==> config.mk <==
export PLATFORM = sky130hd
export DESIGN_NAME = dmem_arbiter_flat
export DESIGN_NICKNAME = d
export VERILOG_FILES = /design/src/rtl/dmem_arbiter_if.sv /design/src/rtl/dmem_arbiter.sv /design/src/flat_wrapper.sv
export SDC_FILE = /design/constraint.sdc
export NUM_CORES = 1
export LEC_CHECK = 0
export CORE_MARGIN = 2
export CORE_UTILIZATION = 56
export DETAILED_ROUTE_END_ITERATION = 6
export DONT_BUFFER_PORTS = 1
export GPL_ROUTABILITY_DRIVEN = 0
export HOLD_SLACK_MARGIN = 0.06
export PLACE_DENSITY = 0.75
export SLEW_MARGIN = 20
export SYNTH_ARGS = -nofsm -noshare
export SYNTH_HDL_FRONTEND = slang
export SYNTH_SLANG_ARGS = --single-unit
export TNS_END_PERCENT = 50
==> constraint.sdc <==
create_clock -name clock -period 1.3 [get_ports clock]
set_input_delay 0.26 -clock clock [delete_from_list [all_inputs] [get_ports clock]]
set_output_delay 0.26 -clock clock [all_outputs]
set_load 0.01 [all_outputs]
==> src/rtl/dmem_arbiter_if.sv <==
// Request/response bundle between one requester and the data-memory arbiter.
interface dmem_arbiter_if;
    logic        valid;
    logic        ready;
    logic        we;
    logic [15:0] addr;
    logic [15:0] wdata;
    logic        resp_valid;
    logic [15:0] resp_rdata;
    logic        resp_err;

    modport master (
        output valid, we, addr, wdata,
        input  ready, resp_valid, resp_rdata, resp_err
    );

    modport slave (
        input  valid, we, addr, wdata,
        output ready, resp_valid, resp_rdata, resp_err
    );
endinterface

==> src/rtl/dmem_arbiter.sv <==
// Round-robin two-port arbiter/sequencer for the 64-byte data memory:
// one access per grant, registered one-cycle response to the winner.
module dmem_arbiter #(
    parameter int unsigned MEM_BYTES = 64
) (
    input  logic          clock,
    input  logic          reset,
    dmem_arbiter_if.slave p0,
    dmem_arbiter_if.slave p1,
    output logic [15:0]   mem_Address,
    output logic [15:0]   mem_data_write,
    output logic          mem_MeM_W,
    output logic          mem_MeM_R,
    input  logic [15:0]   mem_data_out
);

    typedef enum logic [1:0] {IDLE, ACCESS, RESP} state_t;

    localparam logic [15:0] MAX_ADDR = 16'(MEM_BYTES - 2);

    state_t      state, state_nxt;
    logic        last_grant;
    logic        win;
    logic        accept;
    logic        addr_err;
    logic        lat_we;
    logic        lat_port;
    logic [15:0] lat_addr;
    logic [15:0] lat_wdata;
    logic [15:0] resp_rdata_q;
    logic        resp_err_q;
    logic        resp_live;

    always_comb begin
        win = 1'b0;
        if (p0.valid && p1.valid) begin
            win = ~last_grant;
        end else if (p1.valid) begin
            win = 1'b1;
        end
        accept   = !reset && (state == IDLE) && (p0.valid || p1.valid);
        addr_err = lat_addr > MAX_ADDR;

        state_nxt = state;
        unique case (state)
            IDLE:    if (accept) state_nxt = ACCESS;
            ACCESS:  state_nxt = RESP;
            RESP:    state_nxt = IDLE;
            default: state_nxt = IDLE;
        endcase
    end

    // Enables and responses are gated by reset so an access colliding with reset is dropped.
    assign mem_MeM_W = !reset && (state == ACCESS) && lat_we && !addr_err;
    assign mem_MeM_R = !reset && (state == ACCESS) && !lat_we && !addr_err;
    assign mem_Address    = lat_addr;
    assign mem_data_write = lat_wdata;

    assign p0.ready = accept && !win;
    assign p1.ready = accept && win;

    assign resp_live        = !reset && (state == RESP);
    assign p0.resp_valid    = resp_live && !lat_port;
    assign p1.resp_valid    = resp_live && lat_port;
    assign p0.resp_rdata    = p0.resp_valid ? resp_rdata_q : '0;
    assign p1.resp_rdata    = p1.resp_valid ? resp_rdata_q : '0;
    assign p0.resp_err      = p0.resp_valid && resp_err_q;
    assign p1.resp_err      = p1.resp_valid && resp_err_q;

    always_ff @(posedge clock) begin
        if (reset) begin
            state        <= IDLE;
            last_grant   <= 1'b1;
            lat_we       <= 1'b0;
            lat_port     <= 1'b0;
            lat_addr     <= '0;
            lat_wdata    <= '0;
            resp_rdata_q <= '0;
            resp_err_q   <= 1'b0;
        end else begin
            state <= state_nxt;
            if (accept) begin
                last_grant <= win;
                lat_port   <= win;
                lat_we     <= win ? p1.we    : p0.we;
                lat_addr   <= win ? p1.addr  : p0.addr;
                lat_wdata  <= win ? p1.wdata : p0.wdata;
            end
            if (state == ACCESS) begin
                resp_rdata_q <= (!lat_we && !addr_err) ? mem_data_out : '0;
                resp_err_q   <= addr_err;
            end
        end
    end

endmodule

==> src/flat_wrapper.sv <==
// flat-port wrapper written by rule: the top's interface ports become plain ports
module dmem_arbiter_flat 
#(
    parameter int unsigned MEM_BYTES = 64
)
  (clock, reset, mem_Address, mem_data_write, mem_MeM_W, mem_MeM_R, mem_data_out, p0_valid, p0_we, p0_addr, p0_wdata, p0_ready, p0_resp_valid, p0_resp_rdata, p0_resp_err, p1_valid, p1_we, p1_addr, p1_wdata, p1_ready, p1_resp_valid, p1_resp_rdata, p1_resp_err);
  dmem_arbiter_if p0_i ();
  dmem_arbiter_if p1_i ();
  input  logic clock;
  input  logic reset;
  output logic [15:0] mem_Address;
  output logic [15:0] mem_data_write;
  output logic mem_MeM_W;
  output logic mem_MeM_R;
  input  logic [15:0] mem_data_out;
  input wire logic [$bits(p0_i.valid)-1:0] p0_valid;
  input wire logic [$bits(p0_i.we)-1:0] p0_we;
  input wire logic [$bits(p0_i.addr)-1:0] p0_addr;
  input wire logic [$bits(p0_i.wdata)-1:0] p0_wdata;
  output wire logic [$bits(p0_i.ready)-1:0] p0_ready;
  output wire logic [$bits(p0_i.resp_valid)-1:0] p0_resp_valid;
  output wire logic [$bits(p0_i.resp_rdata)-1:0] p0_resp_rdata;
  output wire logic [$bits(p0_i.resp_err)-1:0] p0_resp_err;
  input wire logic [$bits(p1_i.valid)-1:0] p1_valid;
  input wire logic [$bits(p1_i.we)-1:0] p1_we;
  input wire logic [$bits(p1_i.addr)-1:0] p1_addr;
  input wire logic [$bits(p1_i.wdata)-1:0] p1_wdata;
  output wire logic [$bits(p1_i.ready)-1:0] p1_ready;
  output wire logic [$bits(p1_i.resp_valid)-1:0] p1_resp_valid;
  output wire logic [$bits(p1_i.resp_rdata)-1:0] p1_resp_rdata;
  output wire logic [$bits(p1_i.resp_err)-1:0] p1_resp_err;
  assign p0_i.valid = p0_valid;
  assign p0_i.we = p0_we;
  assign p0_i.addr = p0_addr;
  assign p0_i.wdata = p0_wdata;
  assign p0_ready = p0_i.ready;
  assign p0_resp_valid = p0_i.resp_valid;
  assign p0_resp_rdata = p0_i.resp_rdata;
  assign p0_resp_err = p0_i.resp_err;
  assign p1_i.valid = p1_valid;
  assign p1_i.we = p1_we;
  assign p1_i.addr = p1_addr;
  assign p1_i.wdata = p1_wdata;
  assign p1_ready = p1_i.ready;
  assign p1_resp_valid = p1_i.resp_valid;
  assign p1_resp_rdata = p1_i.resp_rdata;
  assign p1_resp_err = p1_i.resp_err;
  dmem_arbiter #(.MEM_BYTES(MEM_BYTES)) u_core (.clock(clock), .reset(reset), .p0(p0_i), .p1(p1_i), .mem_Address(mem_Address), .mem_data_write(mem_data_write), .mem_MeM_W(mem_MeM_W), .mem_MeM_R(mem_MeM_R), .mem_data_out(mem_data_out));
endmodule
# Word-level counts from Yosys, hierarchy flattened

Cells that the tools add are included.

Flip-flop bits (word level): 54
Output and inout port bits: 72
Input port bits: 86
Word-level logic and storage cells: 46

Magnitude comparators: 1
Muxes and demuxes: 10
Reductions and logical operators: 23
Bitwise logic cells: 1
Equality and inequality tests: 3

Operators by type and width:

| cell                | number |
|---|---|
| $mux 16             | 5 |
| $gt 16x6->1 const B | 1 |
| $logic_and 1x1->1   | 16 |
| $logic_not 1->1     | 5 |
| $pmux 2 s2          | 1 |
| $mux 1              | 3 |
| $eq 2x1->1 const B  | 1 |
| $eq 2x2->1 const B  | 1 |
| $logic_not 2->1     | 1 |
| $mux 2              | 1 |
| $ne 2x1->1 const B  | 1 |
| $logic_or 1x1->1    | 1 |
| $not 1->1           | 1 |

# Longest topological paths before layout

Depth after elaboration: 5
Mapped depth: 5
Mapped depth without buffers: 4

# Worst setup path before layout

Ideal clock, no wire load.

Path type: register to output
Start point: register u_core.lat_addr[6] (netlist: u_core.mem_Address[6])
End point: output port mem_MeM_R
Path buffers: 0
Path slack: -0.317 ns
Arrival: 1.357 ns
Required time: 1.040 ns
Stages on the path, launching flop included: 4
Cell sequence: dfxtp_1 > nor4_4 > nand2_1 > nor4_1

Cells in the longest elaborated chain, start to end: 3

Ends and longest elaborated chain:

| item                     | RTL line           | RTL |
|---|---|---|
| start: declaration       | dmem_arbiter.sv:28 | `logic [15:0] lat_addr;` |
| start signal: assignment | dmem_arbiter.sv:86 | `lat_addr <= win ? p1.addr : p0.addr;` |
| $gt 16x6->1              | dmem_arbiter.sv:42 | `addr_err = lat_addr > MAX_ADDR;` |
| $logic_not 1->1          | dmem_arbiter.sv:55 | `assign mem_MeM_R = !reset && (state == ACCESS) && !lat_we && !addr_err;` |
| $logic_and 1x1->1        | dmem_arbiter.sv:55 |  |
| end: declaration         | flat_wrapper.sv:14 | `output logic mem_MeM_R;` |

Every way passes these cells.

# Worst setup path after layout

Start point: register u_core.state[0]
End point: output port p0_resp_rdata[2]

Cells in the longest elaborated chain, start to end: 4

Ends and longest elaborated chain:

| item                     | RTL line           | RTL |
|---|---|---|
| start: declaration       | dmem_arbiter.sv:21 | `state_t state, state_nxt;` |
| start signal: assignment | dmem_arbiter.sv:81 | `state <= state_nxt;` |
| $eq 2x2->1               | dmem_arbiter.sv:62 | `assign resp_live = !reset && (state == RESP);` |
| $logic_and 1x1->1        | dmem_arbiter.sv:62 |  |
| $logic_and 1x1->1        | dmem_arbiter.sv:63 | `assign p0.resp_valid = resp_live && !lat_port;` |
| $mux 16                  | dmem_arbiter.sv:65 | `assign p0.resp_rdata = p0.resp_valid ? resp_rdata_q : '0;` |
| end: declaration         | flat_wrapper.sv:22 | `output wire logic [$bits(p0_i.resp_rdata)-1:0] p0_resp_rdata;` |

Every way passes these cells.

==> flow_summary.toml <==
[clocking]
clock-sinks = 54
cts_buffer_depth = 2
cts-buffers-inserted = 5
clockRootBuffer = "clkbuf_8"
cts_tree = "done"
insertion_delay_ns = 0.31
clk_pin_slew_ns = 0.09
h-tree-depth = 2

[timing]
relSlewSlack_pct = 76.87
tns_ns = -25.68
fin_ws_ns = -0.4838
hold_viol = 0
fin_skew_ns = 0.01044
finalCritPeriodShare_pct = 137.2
setup-violations-final = 93
worst_pin_slew_ns = 0.3465
max_freq_mhz = 560.6
period_minus_slack_ns = 1.784
rsz0062_at_grt = "yes"
drv_slew = 0

[worst_setup_path]
start_kind = "flip-flop"
cp_max_fo = 4
reg2reg_slack_ns = -0.28
worstReg2RegEnd = "u_core.mem_Address[15]"
critPathSlowestCell = "dfxtp_4"
crit_end = "p0_resp_rdata[2]"
arrival_ns = 1.52
crit_family = "simple AND/OR/NAND/NOR gates"
r2r-start = "u_core.state[0]"
critPathMaxStageDelay_ns = 0.36
critPathKind = "flip-flop to primary output"
crit_start = "u_core.state[0]"
r2r_cells = 6
cp_num_buf_inv = 3
endpoint_kind = "primary output"
cp_cell_sequence = "buf_6, nor4b_4, buf_4, buf_16, and2_4"
required_ns = 1.04
cp_num_cells = 5

[routing]
drt_wl_total_um = 8825
avgViaCountPerCell = 7.136
wl_per_cell_um = 25.51
drt_first_pass_iters = 4
vias = 2469
route.detailed.drc = 0
antenna_left = 0
drtIter0Drc = 96

[floorplan]
die_h_um = 72.30
dieArea_um2 = 5227
ioPinCount = 158
die_w_um = 72.30
rows = 24
core_um2 = 4414
start_util_pct = 59.18

[placed_design]
dp_hpwl_um = 5062
portBuffers = 0

[status]
outcome = "finished, violations left"
violations = "setup timing"

[synth]
synth_top_family_by_area = "compound AO/OA/AOI/OAI gates"
netlist_instances = 248
synth_xor_area_share_pct = 0
yosysSeqAreaShare_pct = 41.38
synth_fa_ha_area_share_pct = 0
syn_nets = 334
syn_area_per_cell_um2 = 10.53
yosysUniqueCellTypes = 31
yosysWarnings = 0
synth_compound_area_share_pct = 32.04
synth-simple-area-share_pct = 18.92
muxShareOfSynthArea_pct = 0
ys_ff_latch = 54
syn_area_um2 = 2613

[cells_and_area]
num-nets-final = 379
final_cell_mix = "48 x dfxtp_1, 34 x and2_4, 33 x a221o_1"
area.growth.synth_to_final_pct = 39.70
final_common_cell = "dfxtp_1"
n_antenna_cell = 0
drive_gt1_share_pct = 46.60

[grt]
grt_pass1_wl_um = 12210
antenna_found_initial = 0
gr-usage-all-layers_pct = 29.84
globalRouteOverflowTotal = 0
grt_pass1_vias = 2445
grt_max_degree = 32

[power]
ir_drop_mv = 1.013
total_power_w = 0.004081
power.density_nw_per_um2 = 1118
leakage_nw = 1.548

[worst_hold_path]
min_path_type = "primary input to flip-flop"
hp-start = "p1_addr[10]"

[job]
maxCapViolCount = 0
==> per-stage QoR <==
| step | setup WS [ns] | area [um^2] | hold WS [ns] | utilization (%) | instances |
|---|---|---|---|---|---|
| 2_1_floorplan | -0.2053 | 2684 | 0.3978 | - | 248 |
| 3_3_place_gp | -0.1225 | 2917 | 0.3320 | 66.07 | 311 |
| 3_5_place_dp | -0.1624 | 2917 | 0.3396 | 66.07 | 311 |
| 4_1_cts | -0.4976 | 3437 | 0.08105 | 77.86 | 338 |
| 5_1_grt | -0.5629 | 3650 | 0.06832 | 82.68 | 346 |
| 6_report | -0.4838 | 3650 | 0.07634 | 82.68 | 346 |
==> synthesized netlist by cell type (all sizes together) <==
library cell | instances | area share (%)
a211oi | 1 | 0.29
a21oi | 1 | 0.19
a221o | 33 | 13
and2 | 35 | 8.4
and3 | 1 | 0.24
and4bb | 1 | 0.48
buf | 26 | 6.8
clkbuf | 3 | 0.43
dfxtp | 54 | 41
inv | 3 | 0.43
nand2 | 3 | 0.43
nand2b | 1 | 0.24
nand3 | 2 | 0.38
nand4 | 17 | 4.1
nor2 | 6 | 1.1
nor2b | 1 | 0.53
nor3 | 1 | 0.19
nor4 | 4 | 1.5
nor4b | 1 | 0.91
o211ai | 1 | 0.48
o21ai | 2 | 0.38
o221a | 1 | 0.43
o2bb2ai | 16 | 5.4
o311a | 32 | 12
or2 | 1 | 0.24
or3 | 1 | 0.24
==> cell families after synthesis <==
family	after synthesis
AOI/OAI and AO/OA	87
buffers and inverters	32
DFF	54
and+or+nand+nor	75
==> final cells by class <==
cell class	count	area (um^2)
sequential	54	1094
inverter	3	11.26
timing repair buffer	64	802.0
multi-input combinational	165	1572
clock inverter	1	30.03
clock buffer	7	76.32
fill	248	764.5
tap	52	65.06
==> metal layers <==
layer	global-route usage, %	vias to the layer above	wire length (um)
li1	-	1107	-
met1	32.60	1179	3181
met2	56.07	164	4654
met3	7.361	19	810
met4	9.434	0	179
met5	0	-	0
==> report_power, final <==
| part | total (W) | internal [W] | leakage, nW | switching, W |
|---|---|---|---|---|
| logic | 0.00104 | 0.000534 | 1.05 | 0.000509 |
| clock network | 0.00112 | 0.000577 | 0.0524 | 0.000538 |
| registers | 0.00192 | 0.00179 | 0.445 | 0.000134 |
| total | 0.00408 | 0.00290 | 1.55 | 0.00118 |
==> registers in the layout (all words and copies together) (netlist names) <==
register and flops:
u_core.last_grant 1, u_core.lat_port 1, u_core.lat_we 1, u_core.mem_Address 16, u_core.mem_data_write 16, u_core.resp_err_q 1, u_core.resp_rdata_q 16, u_core.state 2
==> worst min-delay path by stage <==
stage / endpoint / slack (ns) / cells after the start
floorplan: u_core.mem_Address[10] / 0.40 / 1
global placement: u_core.lat_port / 0.33 / 1
detailed placement: u_core.lat_port / 0.34 / 1
CTS: u_core.mem_Address[14] / 0.08 / 1
global route: u_core.mem_Address[10] / 0.07 / 1
finish: u_core.mem_Address[10] / 0.08 / 1
==> what timing repair did <==
action / CTS / global route
pin swaps: 27 / 61
hold endpoints to repair: 1 / 0
resized for setup: 60 / 28
setup endpoints to repair: 92 / 93
hold buffers: 1 / 0
buffers inserted: 10 / 5
cloned: 8 / 5
Note: power is estimated with default switching activity, not from simulation.
